## config.mk

```make
export PLATFORM = sky130hd
export DESIGN_NAME = sqrt_ctrl_flat
export DESIGN_NICKNAME = d
export VERILOG_FILES = /design/src/rtl/sqrt_ctrl_if.sv /design/src/rtl/sqrt_ctrl.sv /design/src/flat_wrapper.sv
export SDC_FILE = /design/constraint.sdc
export NUM_CORES = 1
export LEC_CHECK = 0
export ABC_CLOCK_PERIOD_IN_PS = 2800
export CAP_MARGIN = 20
export CORE_AREA = 2 2 39 41
export DETAILED_ROUTE_END_ITERATION = 10
export DIE_AREA = 0 0 41 43
export SYNTH_ARGS = -nofsm -noshare
export SYNTH_HDL_FRONTEND = slang
export SYNTH_SLANG_ARGS = --single-unit
export TNS_END_PERCENT = 50
```

## constraint.sdc

```tcl
create_clock -name clk -period 2.8 [get_ports clk]
set_clock_uncertainty 0.2 [all_clocks]
set_input_delay 0.56 -clock clk [delete_from_list [all_inputs] [get_ports clk]]
set_output_delay 0.56 -clock clk [all_outputs]
set_load 0.05 [all_outputs]
```

## src/rtl/sqrt_ctrl_if.sv

```systemverilog
// -----------------------------------------------------------------------------
// sqrt_ctrl_if
//   Bundles the request/status and datapath-control signals of the integer
//   square-root control unit.
//
//   start     requester -> ctrl   request a new root (sampled only in IDLE)
//   sub_neg   datapath  -> ctrl   trial subtraction negative (1 = do not subtract)
//   busy      ctrl -> requester   operation in progress (LOAD, CALC, UPDATE)
//   done      ctrl -> requester   one-cycle pulse, result registers valid
//   ld_in     ctrl -> datapath    load radicand, clear remainder and root
//   en_shift  ctrl -> datapath    shift next radicand bit pair into remainder
//   en_rem    ctrl -> datapath    remainder register enable
//   sel_sub   ctrl -> datapath    remainder mux: 1 = difference, 0 = shifted value
//   en_root   ctrl -> datapath    root register enable (shift left, insert root_bit)
//   root_bit  ctrl -> datapath    new root LSB
//   iter_cnt  ctrl -> datapath    current iteration index
//
//   master : requester/datapath side.  slave : the control unit.
// -----------------------------------------------------------------------------
interface sqrt_ctrl_if #(
  parameter int CNT_W = 2
);
  logic             start;
  logic             sub_neg;
  logic             busy;
  logic             done;
  logic             ld_in;
  logic             en_shift;
  logic             en_rem;
  logic             sel_sub;
  logic             en_root;
  logic             root_bit;
  logic [CNT_W-1:0] iter_cnt;

  modport master (
    output start, sub_neg,
    input  busy, done, ld_in, en_shift, en_rem, sel_sub, en_root, root_bit, iter_cnt
  );

  modport slave (
    input  start, sub_neg,
    output busy, done, ld_in, en_shift, en_rem, sel_sub, en_root, root_bit, iter_cnt
  );
endinterface

```

## src/rtl/sqrt_ctrl.sv

```systemverilog
// -----------------------------------------------------------------------------
// sqrt_ctrl
//   Control unit for a digit-by-digit integer square-root datapath. Issues one
//   load, then ITER pairs of CALC (shift bit pair, form trial difference) and
//   UPDATE (commit remainder and one root bit). Holds no arithmetic: the sign
//   of the trial subtraction comes back from the datapath on sub_neg.
//
//   Parameters
//     WIDTH  radicand width, even and >= 4
//     ITER   iterations, one root bit each, >= 2
//     CNT_W  iteration counter width; must match the interface CNT_W
//
//   Ports
//     clk    rising-edge clock
//     clr    synchronous active-low reset
//     bus    sqrt_ctrl_if.slave (start/sub_neg in; status and enables out)
//
//   Timing: start sampled in IDLE at edge k -> LOAD from edge k, DONE from
//   edge k+1+2*ITER, IDLE again from edge k+2+2*ITER.
// -----------------------------------------------------------------------------
module sqrt_ctrl #(
  parameter int WIDTH = 8,
  parameter int ITER  = WIDTH / 2,
  parameter int CNT_W = $clog2(ITER)
) (
  input  logic        clk,
  input  logic        clr,
  sqrt_ctrl_if.slave  bus
);

  // Elaboration-time parameter sanity.
  generate
    if ((WIDTH % 2) != 0 || WIDTH < 4) begin : g_bad_width
      $error("sqrt_ctrl: WIDTH must be even and >= 4");
    end
    if (ITER < 2) begin : g_bad_iter
      $error("sqrt_ctrl: ITER must be >= 2");
    end
    if (CNT_W < 1 || (1 << CNT_W) < ITER) begin : g_bad_cnt
      $error("sqrt_ctrl: CNT_W too narrow for ITER");
    end
  endgenerate

  typedef enum logic [2:0] {
    S_IDLE,
    S_LOAD,
    S_CALC,
    S_UPDATE,
    S_DONE
  } state_t;

  localparam logic [CNT_W-1:0] LAST_ITER = CNT_W'(ITER - 1);

  state_t           state_q, state_d;
  logic [CNT_W-1:0] cnt_q,   cnt_d;

  logic busy, done, ld_in, en_shift, en_rem, sel_sub, en_root, root_bit;

  // ---------------------------------------------------------------------------
  // State and counter registers. clr wins over everything, in every state.
  // ---------------------------------------------------------------------------
  // NOTE: registered state uses non-blocking assignments so every flop samples
  // the pre-edge values, independent of process evaluation order.
  always_ff @(posedge clk) begin
    if (!clr) begin
      state_q <= S_IDLE;
      cnt_q   <= '0;
    end else begin
      state_q <= state_d;
      cnt_q   <= cnt_d;
    end
  end

  // ---------------------------------------------------------------------------
  // Next-state and Moore output decode. sub_neg is looked at only inside the
  // UPDATE branch, so an unknown value in any other state cannot leak out.
  // ---------------------------------------------------------------------------
  // NOTE: every signal written here gets a default first; a path that leaves
  // one unassigned would otherwise infer a latch.
  always_comb begin
    state_d  = state_q;
    cnt_d    = cnt_q;
    busy     = 1'b0;
    done     = 1'b0;
    ld_in    = 1'b0;
    en_shift = 1'b0;
    en_rem   = 1'b0;
    sel_sub  = 1'b0;
    en_root  = 1'b0;
    root_bit = 1'b0;

    unique case (state_q)
      S_IDLE: begin
        if (bus.start) state_d = S_LOAD;
      end

      S_LOAD: begin
        busy    = 1'b1;
        ld_in   = 1'b1;
        cnt_d   = '0;
        state_d = S_CALC;
      end

      S_CALC: begin
        busy     = 1'b1;
        en_shift = 1'b1;
        state_d  = S_UPDATE;
      end

      S_UPDATE: begin
        busy     = 1'b1;
        en_rem   = 1'b1;
        en_root  = 1'b1;
        // A non-negative trial difference means this root bit is 1 and the
        // difference replaces the remainder.
        sel_sub  = ~bus.sub_neg;
        root_bit = ~bus.sub_neg;
        if (cnt_q == LAST_ITER) begin
          state_d = S_DONE;
        end else begin
          cnt_d   = cnt_q + 1'b1;
          state_d = S_CALC;
        end
      end

      S_DONE: begin
        done    = 1'b1;
        // iter_cnt stays at ITER-1 while done is shown, then returns to 0 so
        // IDLE presents an all-zero output vector.
        cnt_d   = '0;
        state_d = S_IDLE;
      end

      default: begin
        state_d = S_IDLE;
        cnt_d   = '0;
      end
    endcase
  end

  assign bus.busy     = busy;
  assign bus.done     = done;
  assign bus.ld_in    = ld_in;
  assign bus.en_shift = en_shift;
  assign bus.en_rem   = en_rem;
  assign bus.sel_sub  = sel_sub;
  assign bus.en_root  = en_root;
  assign bus.root_bit = root_bit;
  assign bus.iter_cnt = cnt_q;

endmodule

```

## src/flat_wrapper.sv

```systemverilog
// flat-port wrapper written by rule: the top's interface ports become plain ports
module sqrt_ctrl_flat 
#(
  parameter int WIDTH = 8,
  parameter int ITER  = WIDTH / 2,
  parameter int CNT_W = $clog2(ITER)
)
  (clk, clr, bus_start, bus_sub_neg, bus_busy, bus_done, bus_ld_in, bus_en_shift, bus_en_rem, bus_sel_sub, bus_en_root, bus_root_bit, bus_iter_cnt);
  sqrt_ctrl_if #(.CNT_W(CNT_W)) bus_i ();
  input  logic clk;
  input  logic clr;
  input wire logic [$bits(bus_i.start)-1:0] bus_start;
  input wire logic [$bits(bus_i.sub_neg)-1:0] bus_sub_neg;
  output wire logic [$bits(bus_i.busy)-1:0] bus_busy;
  output wire logic [$bits(bus_i.done)-1:0] bus_done;
  output wire logic [$bits(bus_i.ld_in)-1:0] bus_ld_in;
  output wire logic [$bits(bus_i.en_shift)-1:0] bus_en_shift;
  output wire logic [$bits(bus_i.en_rem)-1:0] bus_en_rem;
  output wire logic [$bits(bus_i.sel_sub)-1:0] bus_sel_sub;
  output wire logic [$bits(bus_i.en_root)-1:0] bus_en_root;
  output wire logic [$bits(bus_i.root_bit)-1:0] bus_root_bit;
  output wire logic [$bits(bus_i.iter_cnt)-1:0] bus_iter_cnt;
  assign bus_i.start = bus_start;
  assign bus_i.sub_neg = bus_sub_neg;
  assign bus_busy = bus_i.busy;
  assign bus_done = bus_i.done;
  assign bus_ld_in = bus_i.ld_in;
  assign bus_en_shift = bus_i.en_shift;
  assign bus_en_rem = bus_i.en_rem;
  assign bus_sel_sub = bus_i.sel_sub;
  assign bus_en_root = bus_i.en_root;
  assign bus_root_bit = bus_i.root_bit;
  assign bus_iter_cnt = bus_i.iter_cnt;
  sqrt_ctrl #(.WIDTH(WIDTH), .ITER(ITER), .CNT_W(CNT_W)) u_core (.clk(clk), .clr(clr), .bus(bus_i));
endmodule
```

* Yosys cells after proc, flatten, opt, wreduce, memory -nomap -nowiden
Cells that the tools add are included.
** Word-level totals
- Bits in registers :: 5
- Word-level logic and storage cells :: 27
- Output and inout port bits :: 10
** Operators by class
- $add $sub $neg :: 1
- Multiplexer cells :: 11
- Bitwise logic cells :: 2
- Reduce and logical (&&, ||, !) cells :: 4
- Eq/ne operators :: 7
** Operator list (count)
- 3-bit one-hot mux with 4 select lines :: 1
- 3-bit by 2-bit == test with 1-bit output, second input constant :: 2
- 1-bit 2-to-1 mux :: 6
- 3-bit 2-to-1 mux :: 2
- 2-bit != test, second input constant :: 2
- 2-bit one-hot mux with 2 select lines :: 1
- 3-bit by 1-bit == test with 1-bit output, second input constant :: 1
- 3-bit == test, second input constant :: 1
- 3-bit logical NOT :: 1
- 3-bit OR reduction :: 1
- 2-bit by 1-bit adder with 2-bit output, second input constant :: 1
- 2-bit == test, second input constant :: 1
- 2-bit 2-to-1 mux :: 1
- 1-bit NOT :: 2
- 2-bit AND reduction :: 1
- 2-bit OR reduction :: 1

* Logic depth before layout (Yosys ltp)
- Depth in word-level cells :: 4
- Mapped depth :: 4

* Worst setup path after synthesis
OpenSTA, ideal clock, no wires.
- Path type :: reg2out
- From :: register u_core.state_q[1]
- To :: output bus_sel_sub
- Data arrival time :: 1.865 ns
- Required time :: 2.040 ns
- Buffers on the path :: 2
- Cell stages (with the launch flop) :: 5
- Path slack :: 0.175 ns
- Cell sequence :: dfxtp_1 -> buf_6 -> and3b_4 -> nor2b_1 -> buf_4
** On the way
- Cells in the longest elaborated chain, start to end :: 2
** RTL lines
- start: declaration :: line sqrt_ctrl.sv:54 : state_t state_q, state_d;
- start signal: assignment :: line sqrt_ctrl.sv:69 : state_q <= state_d;
- 3-bit by 2-bit == test with 1-bit output
- 1-bit 2-to-1 mux
- end: declaration :: line flat_wrapper.sv:19 : output wire logic [$bits(bus_i.sel_sub)-1:0] bus_sel_sub;
Every way passes these cells.

* Worst setup path in the final report
- From :: register u_core.state_q[0]
- To :: output bus_en_root
** On the way
- Cells in the longest elaborated chain, start to end :: 2
** RTL lines
- 3-bit by 2-bit == test with 1-bit output :: line sqrt_ctrl.sv:92 : unique case (state_q)
- 1-bit 2-to-1 mux :: line sqrt_ctrl.sv:92
- end: declaration :: line flat_wrapper.sv:20 : output wire logic [$bits(bus_i.en_root)-1:0] bus_en_root;
Every way passes these cells.

==> flow_summary.toml <==
[timing]
hold_violations = 0
min_period_over_period_pct = 91.5
setup-tns-final_ns = 0
slew_headroom_pct = 66.8
setup_violations = 0
finalMaxSlewViolations = 0
tightest_slew_ns = 0.496
layout_min_cycle_time_ns = 2.56
rsz0062_at_grt = "false"
fmax_mhz = 390

[layout]
final_nets = 50
diodes = 0
fillCellCount = 156
area_delta_synth_final_pct = 48.9
drive_above_1_share_pct = 13.6
final_cells = 60
fin_util_pct = 30.3
final_area_sq_um = 419

[run_status]
outcome = "complete, no violations"

[detailed_routing]
ant_nets = 0
drc = 0
wl_per_cell_um = 9.95
first_pass_iters = 4
vias = 262
via_per_inst = 4.37
drt_iter0_markers = 6
drt-total-wl_um = 597

[placed_design]
io_buffers = 13
place_congestion = 0.687
place_inst = 56
dpl_cell_area_sq_um = 393
hpwl_um = 436

[pwr]
seqPwrFrac_pct = 38.3
total_power_mw = 0.212
powerDensity_nw_per_um2 = 506
p_int_mw = 0.147
switchingPower_mw = 0.0646
swShare_pct = 30.5
vdd.ir_drop.worst_uv = 151
clkPwrFrac_pct = 38.5
p_comb_share_pct = 23.2
p_leak_nw = 0.161

[cts]
htreeDepth = 1
cts.root.buffer_cell = "clkbuf_4"
cts_tree = "done"
cts-buffers-inserted = 3
clockBufferDepth = 2
cts.sinks = 5
cts_hold_buffers = 0
insertion_delay_ns = 0.24
cts.repair.resized = 0
cts.clk_slew.worst_paths_ns = 0.04
cts_setup_buffers = 0

[logic_synthesis]
ys_ff_latch = 5
yosys.area.top_type_share_pct = 35.6
ys_warn_count = 0
ys_seq_area_share_pct = 35.6
synth_cell_types = 16
synth.top_cells.by_area = "dfxtp_1 (36%), buf_4 (8.0%), nand2b_1 (6.7%), nor3b_1 (5.3%), a31oi_1 (4.4%)"
synthCells = 31
yosys.area.top_type = "dfxtp_1"
synth_fp_nets = 36
netlist_area_sq_um = 282
syn_avg_cell_area_sq_um = 9.08

[global_route]
antenna_found_initial = 0
grt.total_usage_pct = 8.13
grt_max_degree = 11
grt_pass1_vias = 220
grt-ovfl-total = 0
grt_pass1_wl_um = 917

[setup_path]
cp.required_ns = 2.04
cp-end-kind = "primary output"
critPathKind = "register to primary output"
arrival_ns = 1.80
path_cells = "and3b_4 -> clkdlybuf4s50_1"
worst-path-max-fanout = 10
cp_slowest_stage_delay_ns = 0.80
reg2reg_from = "u_core.bus.iter_cnt[0]"
cp-start-kind = "register"
critPathLaunch = "u_core.state_q[0]"
rr_worst_depth = 3
cp_slowest_cell = "clkdlybuf4s50_1"

[floorplan]
start_util_pct = 20.3
core_sq_um = 1380
rows = 14
dieArea_sq_um = 1760
die_w_um = 41
die_h_um = 43
top_level_ports = 14

[min_path]
hold_path.class = "register to register"
hold-path-cell-count = 2
hold_start = "u_core.bus.iter_cnt[1]"

[run]
cap_violations = 0
-- flip-flops by register name (all words and copies together), names as in the netlist --
register and cells:
u_core.bus.iter_cnt 2, u_core.state_q 3
-- worst max-delay path, delay by kind of cell, from the launching register on --
kind / cells / cell delay, ns
DFF: 1 / 0.50
and+or+nand+nor: 1 / 0.26
buffers and inverters: 1 / 0.80
-- final timing paths --
| path | to | slack [ns] |
|---|---|---|
| worst min register to register | u_core.bus.iter_cnt[1] | 0.34 |
| worst max-delay path | bus_en_root | 0.24 |
| worst max register to register | u_core.bus.iter_cnt[0] | 1.53 |
| worst min-delay path | u_core.bus.iter_cnt[1] | 0.34 |
-- cell usage in the layout (no fill, tap or decap) --
cell type        synthesis  routed
ha_1                     1       1
and3b_4                  1       1
nor2_1                   3       3
and3_1                   2       2
nand4bb_1                1       1
dfxtp_1                  5       5
clkdlybuf4s50_1          0      11
clkbuf_4                 0       3
nand3_1                  2       2
a31oi_1                  2       2
nor2b_1                  1       1
nand2b_1                 3       3
buf_4                    3       2
clkbuf_1                 0       1
nand4b_1                 1       1
and2_1                   1       1
nor3b_1                  2       2
nor3_1                   2       2
-- layout make-up --
class                      instances  area, sq um  area share [%]
multi-input combinational         22          148            35.2
sequential                         5          100            23.9
clock buffer                       4         26.3            6.27
tap                               16         20.0            4.78
timing repair buffer              13          125            29.9
-- layer usage --
layer	share of wire (%)	track usage (%)
met1	42	8.36
met2	49	11.3
met3	9.0	8.38
met4	0	2.00
met5	0	0
-- power by group through the flow --
| stage | clock, mW | combinational (mW) | sequential [mW] |
|---|---|---|---|
| after floorplan | 0 | 0.0391 | 0.0789 |
| after global placement | 0 | 0.0490 | 0.0818 |
| after detailed placement | 0 | 0.0493 | 0.0821 |
| after CTS | 0.0871 | 0.0494 | 0.0811 |
| after global routing | 0.0939 | 0.0513 | 0.0818 |
| final | 0.0816 | 0.0491 | 0.0812 |
-- through the flow --
step / hold WS, ns / setup WS, ns
after floorplan: 0.315 / 0.175
after global placement: 0.327 / 0.517
after detailed placement: 0.324 / 0.503
after CTS: 0.336 / 0.227
after global routing: 0.371 / 0.167
final: 0.339 / 0.237
-- synth_stat cells --
library cell	number
a31oi_1	2
and2_1	1
and3_1	2
and3b_4	1
buf_4	3
buf_6	1
dfxtp_1	5
ha_1	1
nand2b_1	3
nand3_1	2
nand4b_1	1
nand4bb_1	1
nor2_1	3
nor2b_1	1
nor3_1	2
nor3b_1	2
-- cells by family (layout without fill, tap and decap cells) --
group	Yosys count	in the layout	share of synthesized area [%]
adder cells (fa/ha/maj)	1	1	4.44
AND/OR/NAND/NOR	19	19	43.6
flip-flops	5	5	35.6
AO/OA/AOI/OAI	2	2	4.44
buffers and inverters	4	17	12.0
Note: power is estimated with default switching activity, not from simulation.
